`src/rtl/aqp_ebus_arbiter.sv`:
```
// Shares the external Z80 bus between two internal masters: obtains it via BUSREQ/BUSACK,
// grants it round-robin (non-preemptive) and muxes the owner onto ebus, all on phi falling edges.
module aqp_ebus_arbiter #(
    parameter int unsigned ACK_TIMEOUT = 255
) (
    input  logic        clk,
    input  logic        reset,

    input  logic        ebus_phi,
    output logic        ebus_busreq_n,
    input  logic        ebus_busack_n,

    input  logic        m0_busreq,
    input  logic [15:0] m0_a,
    input  logic [7:0]  m0_wrdata,
    input  logic        m0_wrdata_en,
    input  logic [3:0]  m0_strb_n,
    output logic        m0_grant,

    input  logic        m1_busreq,
    input  logic [15:0] m1_a,
    input  logic [7:0]  m1_wrdata,
    input  logic        m1_wrdata_en,
    input  logic [3:0]  m1_strb_n,
    output logic        m1_grant,

    output logic [15:0] ebus_a,
    output logic [7:0]  ebus_wrdata,
    output logic        ebus_wrdata_en,
    output logic [3:0]  ebus_strb_n,
    output logic        arb_timeout
);

    localparam int unsigned CNT_W  = 8;
    localparam int unsigned STRB_W = 4;
    localparam logic [STRB_W-1:0] STRB_IDLE = 4'hF;

    typedef enum logic [2:0] {
        StIdle,
        StReqCpu,
        StGrant,
        StHandover,
        StRelease
    } state_t;

    state_t             state_q, state_d;
    logic [CNT_W-1:0]   cnt_q, cnt_d;
    logic               busreq_n_q, busreq_n_d;
    logic               grant0_q, grant0_d;
    logic               grant1_q, grant1_d;
    logic               last_q, last_d;
    logic               timeout_q, timeout_d;
    logic               phi_q;
    logic               ack_meta_q, ack_sync_q;

    logic               phi_fall;
    logic               any_req;
    logic               win_m1;
    logic               holder_req;
    logic               other_req;
    logic [STRB_W-1:0]  holder_strb;

    // phi edge detect and BUSACK two-flop synchroniser
    always_ff @(posedge clk or posedge reset) begin
        if (reset) begin
            phi_q      <= 1'b0;
            ack_meta_q <= 1'b1;
            ack_sync_q <= 1'b1;
        end else begin
            phi_q      <= ebus_phi;
            ack_meta_q <= ebus_busack_n;
            ack_sync_q <= ack_meta_q;
        end
    end

    assign phi_fall = phi_q & ~ebus_phi;

    // State register
    always_ff @(posedge clk or posedge reset) begin
        if (reset) begin
            state_q    <= StIdle;
            cnt_q      <= '0;
            busreq_n_q <= 1'b1;
            grant0_q   <= 1'b0;
            grant1_q   <= 1'b0;
            last_q     <= 1'b1;
            timeout_q  <= 1'b0;
        end else begin
            state_q    <= state_d;
            cnt_q      <= cnt_d;
            busreq_n_q <= busreq_n_d;
            grant0_q   <= grant0_d;
            grant1_q   <= grant1_d;
            last_q     <= last_d;
            timeout_q  <= timeout_d;
        end
    end

    // last_q==1 means m1 was granted most recently, so a tie goes to m0
    assign any_req     = m0_busreq | m1_busreq;
    assign win_m1      = m1_busreq & (~m0_busreq | ~last_q);
    assign holder_req  = grant1_q ? m1_busreq : m0_busreq;
    assign other_req   = grant1_q ? m0_busreq : m1_busreq;
    assign holder_strb = grant1_q ? m1_strb_n : m0_strb_n;

    // Next-state and registered-output logic; everything moves only at phi falling edges
    always_comb begin
        state_d    = state_q;
        cnt_d      = cnt_q;
        busreq_n_d = busreq_n_q;
        grant0_d   = grant0_q;
        grant1_d   = grant1_q;
        last_d     = last_q;
        timeout_d  = 1'b0;

        if (phi_fall) begin
            case (state_q)
                StIdle: begin
                    if (any_req) begin
                        busreq_n_d = 1'b0;
                        cnt_d      = '0;
                        state_d    = StReqCpu;
                    end
                end
                StReqCpu: begin
                    if (!any_req) begin
                        busreq_n_d = 1'b1;
                        state_d    = StRelease;
                    end else if (!ack_sync_q) begin
                        grant0_d = ~win_m1;
                        grant1_d = win_m1;
                        last_d   = win_m1;
                        state_d  = StGrant;
                    end else if ((CNT_W+1)'(cnt_q) + (CNT_W+1)'(1) == (CNT_W+1)'(ACK_TIMEOUT)) begin
                        busreq_n_d = 1'b1;
                        timeout_d  = 1'b1;
                        cnt_d      = '0;
                        state_d    = StIdle;
                    end else begin
                        cnt_d = cnt_q + CNT_W'(1);
                    end
                end
                StGrant: begin
                    if (!holder_req && holder_strb == STRB_IDLE) begin
                        grant0_d = 1'b0;
                        grant1_d = 1'b0;
                        if (other_req) begin
                            state_d = StHandover;
                        end else begin
                            busreq_n_d = 1'b1;
                            state_d    = StRelease;
                        end
                    end
                end
                StHandover: begin
                    if (!any_req) begin
                        busreq_n_d = 1'b1;
                        state_d    = StRelease;
                    end else begin
                        grant0_d = ~win_m1;
                        grant1_d = win_m1;
                        last_d   = win_m1;
                        state_d  = StGrant;
                    end
                end
                StRelease: begin
                    if (ack_sync_q) begin
                        state_d = StIdle;
                    end
                end
                default: begin
                    busreq_n_d = 1'b1;
                    grant0_d   = 1'b0;
                    grant1_d   = 1'b0;
                    state_d    = StIdle;
                end
            endcase
        end
    end

    // Zero-latency bus mux from the registered grant
    always_comb begin
        ebus_a         = '0;
        ebus_wrdata    = '0;
        ebus_wrdata_en = 1'b0;
        ebus_strb_n    = STRB_IDLE;
        if (grant0_q) begin
            ebus_a         = m0_a;
            ebus_wrdata    = m0_wrdata;
            ebus_wrdata_en = m0_wrdata_en;
            ebus_strb_n    = m0_strb_n;
        end else if (grant1_q) begin
            ebus_a         = m1_a;
            ebus_wrdata    = m1_wrdata;
            ebus_wrdata_en = m1_wrdata_en;
            ebus_strb_n    = m1_strb_n;
        end
    end

    assign ebus_busreq_n = busreq_n_q;
    assign m0_grant      = grant0_q;
    assign m1_grant      = grant1_q;
    assign arb_timeout   = timeout_q;

endmodule

```
`config.mk`:
```
export PLATFORM = sky130hd
export DESIGN_NAME = aqp_ebus_arbiter
export DESIGN_NICKNAME = d
export VERILOG_FILES = /design/src/rtl/aqp_ebus_arbiter.sv
export SDC_FILE = /design/constraint.sdc
export NUM_CORES = 1
export LEC_CHECK = 0
export CAP_MARGIN = 20
export CORE_ASPECT_RATIO = 0.9
export CORE_MARGIN = 1
export CORE_UTILIZATION = 40
export CTS_BUF_LIST = sky130_fd_sc_hd__clkbuf_4
export DETAILED_ROUTE_END_ITERATION = 10
export PLACE_DENSITY = 0.95
export SLEW_MARGIN = 40
export SYNTH_ARGS = -nofsm -noshare
export SYNTH_HDL_FRONTEND = slang
export SYNTH_SLANG_ARGS = --single-unit
export TNS_END_PERCENT = 30
```
`constraint.sdc`:
```
create_clock -name clk -period 3.4 [get_ports clk]
set_input_delay 0.68 -clock clk [delete_from_list [all_inputs] [get_ports clk]]
set_output_delay 0.68 -clock clk [all_outputs]
set_load 0.05 [all_outputs]
```
==> results of run 1 <==
-- routing by layer --
layer | vias up | GRT usage (%) | share of wire (%)
met5 | - | 0 | 0
met2 | 69 | 50.5 | 55
li1 | 807 | - | -
met4 | 0 | 5.90 | 1.3
met1 | 811 | 31.0 | 38
met3 | 6 | 7.50 | 6.3
-- final timing paths --
check | to | cells after the start | slack, ps | from
setup / recovery | ebus_strb_n[1] | 4 | 550 | m1_strb_n[1]
hold / removal | ack_sync_q | 0 | 370 | ack_meta_q
setup reg to reg | state_q[0] | 6 | 1320 | cnt_q[1]
hold reg to reg | ack_sync_q | 0 | 370 | ack_meta_q
max in group asynchronous | cnt_q[3] | 2 | 2150 | reset
min in group asynchronous | m0_grant | 2 | 790 | reset
-- sequential cells by signal, indices dropped and copies added, names as in the netlist --
| register | count |
|---|---|
| last_q | 1 |
| state_q | 3 |
| phi_q | 1 |
| m1_grant | 1 |
| cnt_q | 8 |
| m0_grant | 1 |
| ack_sync_q | 1 |
| arb_timeout | 1 |
| ebus_busreq_n | 1 |
| ack_meta_q | 1 |
-- per-stage QoR --
stage                     power (mW)  setup WS (ps)
final                           2.47            552
after global routing            2.57            483
after CTS                       2.48            548
after detailed placement        2.36            554
after global placement          2.32            545
after floorplan                 1.44            865
-- power by group --
part | internal [mW] | total, mW | leakage (nW) | switching, mW
Combinational | 0.884 | 1.97 | 0.840 | 1.08
Clock | 0.0440 | 0.119 | 0.0177 | 0.0750
Sequential | 0.287 | 0.388 | 0.243 | 0.101
-- Yosys cell counts (3+ instances only) --
master / number / area share [%]
o21ai_0: 9 / 3.1
nand4_1: 3 / 1.3
nor3b_1: 3 / 1.5
nand2_1: 12 / 3.1
dfstp_2: 4 / 7.2
a22o_1: 25 / 15
nor2_1: 13 / 3.4
clkbuf_1: 7 / 1.8
inv_1: 11 / 2.8
a21oi_1: 7 / 2.4
dfrtp_1: 15 / 26
and3_1: 3 / 1.3
-- cell type report --
| type | count | area (um^2) | share of cell area, % |
|---|---|---|---|
| clock buffers | 3 | 22.5 | 0.826 |
| clock inverters | 1 | 5.00 | 0.183 |
| inverters | 11 | 41.3 | 1.51 |
| multi-input cells | 127 | 897 | 32.9 |
| flip-flops and latches | 19 | 480 | 17.6 |
| well taps | 44 | 55.1 | 2.02 |
| repair buffers | 98 | 1230 | 45.0 |
-- cell families (layout without fill, tap and decap cells) --
logic type	Yosys count	count (layout)
buf+inv	19	113
mux	4	4
compound gates	62	62
xor+xnor	3	3
fa+ha+maj	2	2
flops	19	19
simple gates	56	56
==> results.json, run 1 <==
{
  "grt_remaining_overflow": 0,
  "crit_chain": "clkdlybuf4s50_1 > nor2_1 > a21oi_1 > clkdlybuf4s50_1",
  "crit_slowest_cell": "clkdlybuf4s50_1",
  "tns_ps": 0,
  "numCtsBuffers": 3,
  "fin_area_um2": 2730,
  "synth-edff-count": 0,
  "drc": 0,
  "vias_per_cell": 5.59,
  "diodes": 0,
  "io_pins": 97,
  "status": "finished, final reports clean",
  "synth.avg_cell_area_um2": 8.83,
  "ys_seq_elements": 19,
  "muxShareOfSynthArea_pct": 3.18,
  "synth_compound_area_share_pct": 33.7,
  "grt_max_degree": 26,
  "ys.flop_type": "dfrtp_1",
  "leakage_nw": 1.10,
  "finalSetupViolations": 0,
  "cts.reportedPaths.clkPinSlew_ps": 110,
  "coreArea_um2": 3430,
  "die_h_um": 59.2,
  "final_cells": 303,
  "critPathCaptureType": "output pin",
  "placed_cells": 299,
  "first_iter_violations": 192,
  "cp_common_cell": "clkdlybuf4s50_1",
  "vias": 1693,
  "path_delay_family": "buffers and inverters",
  "drive_gt1_share_pct": 18.5,
  "start_util_pct": 42.5,
  "synth_xor_area_share_pct": 1.80,
  "synthArstFlopShare_pct": 100,
  "cts_hold_buf": 0,
  "final_max_slew_viol_count": 0,
  "synth_top_family_by_area": "compound AO/OA/AOI/OAI gates",
  "first_global_vias": 1622,
  "die_w_um": 65.6,
  "max_slew_margin_pct": 50.3,
  "required_ps": 2720,
  "final_core_util_pct": 79.6,
  "io_buffer_count": 96,
  "fillCellCount": 219,
  "hold_class": "register to register",
  "crit_buf_inv": 2,
  "ant_nets": 0,
  "dieArea_um2": 3890,
  "ys_seq_area_share_pct": 33.0,
  "grt_usage_pct": 27.2,
  "synthAdderAreaFrac_pct": 1.72,
  "area_delta_synth_final_pct": 87.3,
  "ir_worst_vdd_mv": 0.600,
  "yosys_warnings": 0,
  "grt_pass1_wl_mm": 7.85,
  "final_common_cell": "clkdlybuf4s50_1",
  "whs_ps": 370,
  "dr.pass1.iters": 4,
  "critPathLaunchType": "input pin",
  "arrival_ps": 2170,
  "slowest_delay_ps": 810,
  "cts.path.max_buffers": 2,
  "cap_violations": 0,
  "synthSimpleGateAreaFrac_pct": 21.2,
  "max_freq_mhz": 351,
  "num_rows": 20,
  "synth_area_um2": 1460,
  "ctsRootBufferMaster": "clkbuf_4",
  "finalCriticalPeriod_ps": 2850,
  "synthCells": 165,
  "finalWirelength_mm": 5.27,
  "powerDensity_nw_per_um2": 907,
  "wl_per_cell_um": 17.4,
  "synth.net_count": 231,
  "antenna_found_initial": 0,
  "htree_levels": 1,
  "worstMarginPinSlew_ps": 744,
  "cts_tree": "yes",
  "clk_latency_ps": 310,
  "fin_worst_skew_ps": 2.45,
  "fin_crit_sh_pct": 83.8,
  "cts_setup_buffers": 0,
  "critPathKind": "input pin to output pin",
  "final_cell_mix": "clkdlybuf4s50_1, a22o_1, buf_12",
  "netlist-cell-type-count": 52,
  "place_area_um2": 2700,
  "clock-sinks": 19,
  "hpwlAfterDp_mm": 4.27,
  "fin_nets": 326,
  "hold_viol_final": 0,
  "critical_path.max_fanout": 2,
  "routabilityCongestion": 0.890,
  "cts_resized": 0,
  "grt_setup_unrepaired": "no"
}
No activity file was read; power rests on OpenSTA's default activity.
==> run 2: changes to the inputs <==
--- a/config.mk
+++ b/config.mk
@@ -8,10 +8,10 @@
 export CAP_MARGIN = 20
 export CORE_ASPECT_RATIO = 0.9
 export CORE_MARGIN = 1
-export CORE_UTILIZATION = 40
+export CORE_UTILIZATION = 37
 export CTS_BUF_LIST = sky130_fd_sc_hd__clkbuf_4
 export DETAILED_ROUTE_END_ITERATION = 10
-export PLACE_DENSITY = 0.95
+export PLACE_DENSITY = 0.91
 export SLEW_MARGIN = 40
 export SYNTH_ARGS = -nofsm -noshare
 export SYNTH_HDL_FRONTEND = slang
==> constraint.sdc (replaced) <==
create_clock -name clk -period 2.9 [get_ports clk]
set_input_delay 0.58 -clock clk [delete_from_list [all_inputs] [get_ports clk]]
set_output_delay 0.58 -clock clk [all_outputs]
set_load 0.05 [all_outputs]
==> results.json, run 2 (synthesized netlist as in run 1, its figures left out) <==
{
  "fin_worst_skew_ps": 4.16,
  "wl_per_cell_um": 16.5,
  "cts_tree": "yes",
  "place_area_um2": 2700,
  "startpoint": "m0_grant",
  "p_switching_mw": 1.47,
  "required_ps": 2320,
  "hpwlAfterDp_mm": 4.21,
  "critical_path.max_fanout": 12,
  "fin_nets": 327,
  "finalCriticalPeriod_ps": 2340,
  "num_rows": 21,
  "cts_hold_buf": 0,
  "finalSetupViolations": 0,
  "first_global_vias": 1529,
  "clk_latency_ps": 300,
  "diodes": 0,
  "multi_input_area_um2": 897,
  "seq_area_um2": 480,
  "tns_ps": 0,
  "drc": 0,
  "numCtsBuffers": 3,
  "clock-sinks": 19,
  "fin_crit_sh_pct": 80.8,
  "htree_levels": 1,
  "fillCellCount": 261,
  "seq_power_share_pct": 15.7,
  "io_buffer_count": 96,
  "top_regs": "cnt_q x8, state_q x3",
  "vias": 1667,
  "regMostFlops": "cnt_q",
  "area_delta_synth_final_pct": 87.3,
  "io_pins": 97,
  "vias_per_cell": 5.45,
  "cts.path.max_buffers": 2,
  "grt_pass1_wl_mm": 7.35,
  "cts.reportedPaths.clkPinSlew_ps": 110,
  "die_h_um": 61.5,
  "ant_nets": 0,
  "hold_class": "register to register",
  "powerDensity_nw_per_um2": 1060,
  "cts_setup_buffers": 0,
  "whs_ps": 365,
  "max_freq_mhz": 427,
  "p_comb_share_pct": 79.6,
  "final_max_slew_viol_count": 0,
  "cts_resized": 0,
  "worstReg2RegEnd": "state_q[0]",
  "path_delay_family": "buffers and inverters",
  "crit_chain": "clkdlybuf4s50_1",
  "rr_worst_depth": 6,
  "final_core_util_pct": 73.1,
  "max_slew_margin_pct": 53.9,
  "leakage_nw": 1.11,
  "hold_viol_final": 0,
  "slowest_delay_ps": 880,
  "finalWirelength_mm": 5.05,
  "grt_remaining_overflow": 0,
  "power.internal_mw": 1.42,
  "cap_violations": 0,
  "power.share.switching_pct": 50.9,
  "final_common_cell": "clkdlybuf4s50_1",
  "ir_worst_vdd_mv": 0.601,
  "p_clk_share_pct": 4.7,
  "grt_setup_unrepaired": "no",
  "critPathKind": "register to output pin",
  "crit_end": "m0_grant",
  "ctsRootBufferMaster": "clkbuf_4",
  "critPathCaptureType": "output pin",
  "grt_usage_pct": 23.9,
  "start_util_pct": 39.0,
  "fin_area_um2": 2730,
  "dieArea_um2": 4190,
  "grt_max_degree": 26,
  "path_depth": 1,
  "status": "finished, final reports clean",
  "coreArea_um2": 3730,
  "first_iter_violations": 175,
  "p_total_mw": 2.88,
  "final_cell_mix": "clkdlybuf4s50_1, a22o_1, buf_12",
  "dr.pass1.iters": 5,
  "drive_gt1_share_pct": 20.4,
  "routabilityCongestion": 0.862,
  "ff2ff_setup_slack_ps": 800,
  "critPathLaunchType": "register",
  "crit_slowest_cell": "clkdlybuf4s50_1",
  "worstMarginPinSlew_ps": 691,
  "antenna_found_initial": 1,
  "largest_reg_flops": 8,
  "crit_buf_inv": 1,
  "die_w_um": 68.1,
  "arrival_ps": 1760,
  "r2r-start": "cnt_q[1]"
}
==> run 2: cell types whose count changed in the layout (fill, tap and decap cells not counted), sizes merged <==
| cell | delta |
|---|---|
| buf | +5 |
| clkdlybuf4s50 | -4 |
==> run 2: worst min-delay path by stage <==
stage | from | cells after the start | endpoint | slack [ps]
after floorplan | ack_meta_q | 0 | ack_sync_q | 350
after global placement | ack_meta_q | 0 | ack_sync_q | 350
after detailed placement | ack_meta_q | 0 | ack_sync_q | 350
after CTS | ack_meta_q | 0 | ack_sync_q | 370
after global routing | ack_meta_q | 0 | ack_sync_q | 370
final | ack_meta_q | 0 | ack_sync_q | 360
==> run 2: area by class of cell <==
type	count	area share, %
inverters	11	1.51
repair buffers	99	44.9
clock buffers	3	0.826
clock inverters	1	0.183
flip-flops and latches	19	17.6
well taps	46	2.11
multi-input cells	127	32.9
==> run 2: power groups by stage <==
stage / Clock [mW] / Sequential [mW] / Combinational [mW]
after floorplan: 0 / 0.471 / 1.22
after global placement: 0 / 0.449 / 2.27
after detailed placement: 0 / 0.453 / 2.30
after CTS: 0.140 / 0.448 / 2.30
after global routing: 0.151 / 0.470 / 2.39
final: 0.135 / 0.452 / 2.30
==> run 2: metal layers <==
layer / global-route usage (%) / part of all wire [%] / vias up
met3: 8.52 / 8.1 / 8
met4: 4.17 / 0.89 / 0
met5: 0 / 0 / -
met1: 29.9 / 38 / 781
li1: - / - / 815
met2: 39.9 / 53 / 63
==> run 2: metrics by stage <==
step	cells	setup WS, ps
after detailed placement	302	340
after global routing	306	467
final	306	556
after global placement	302	457
after floorplan	165	465
after CTS	306	550
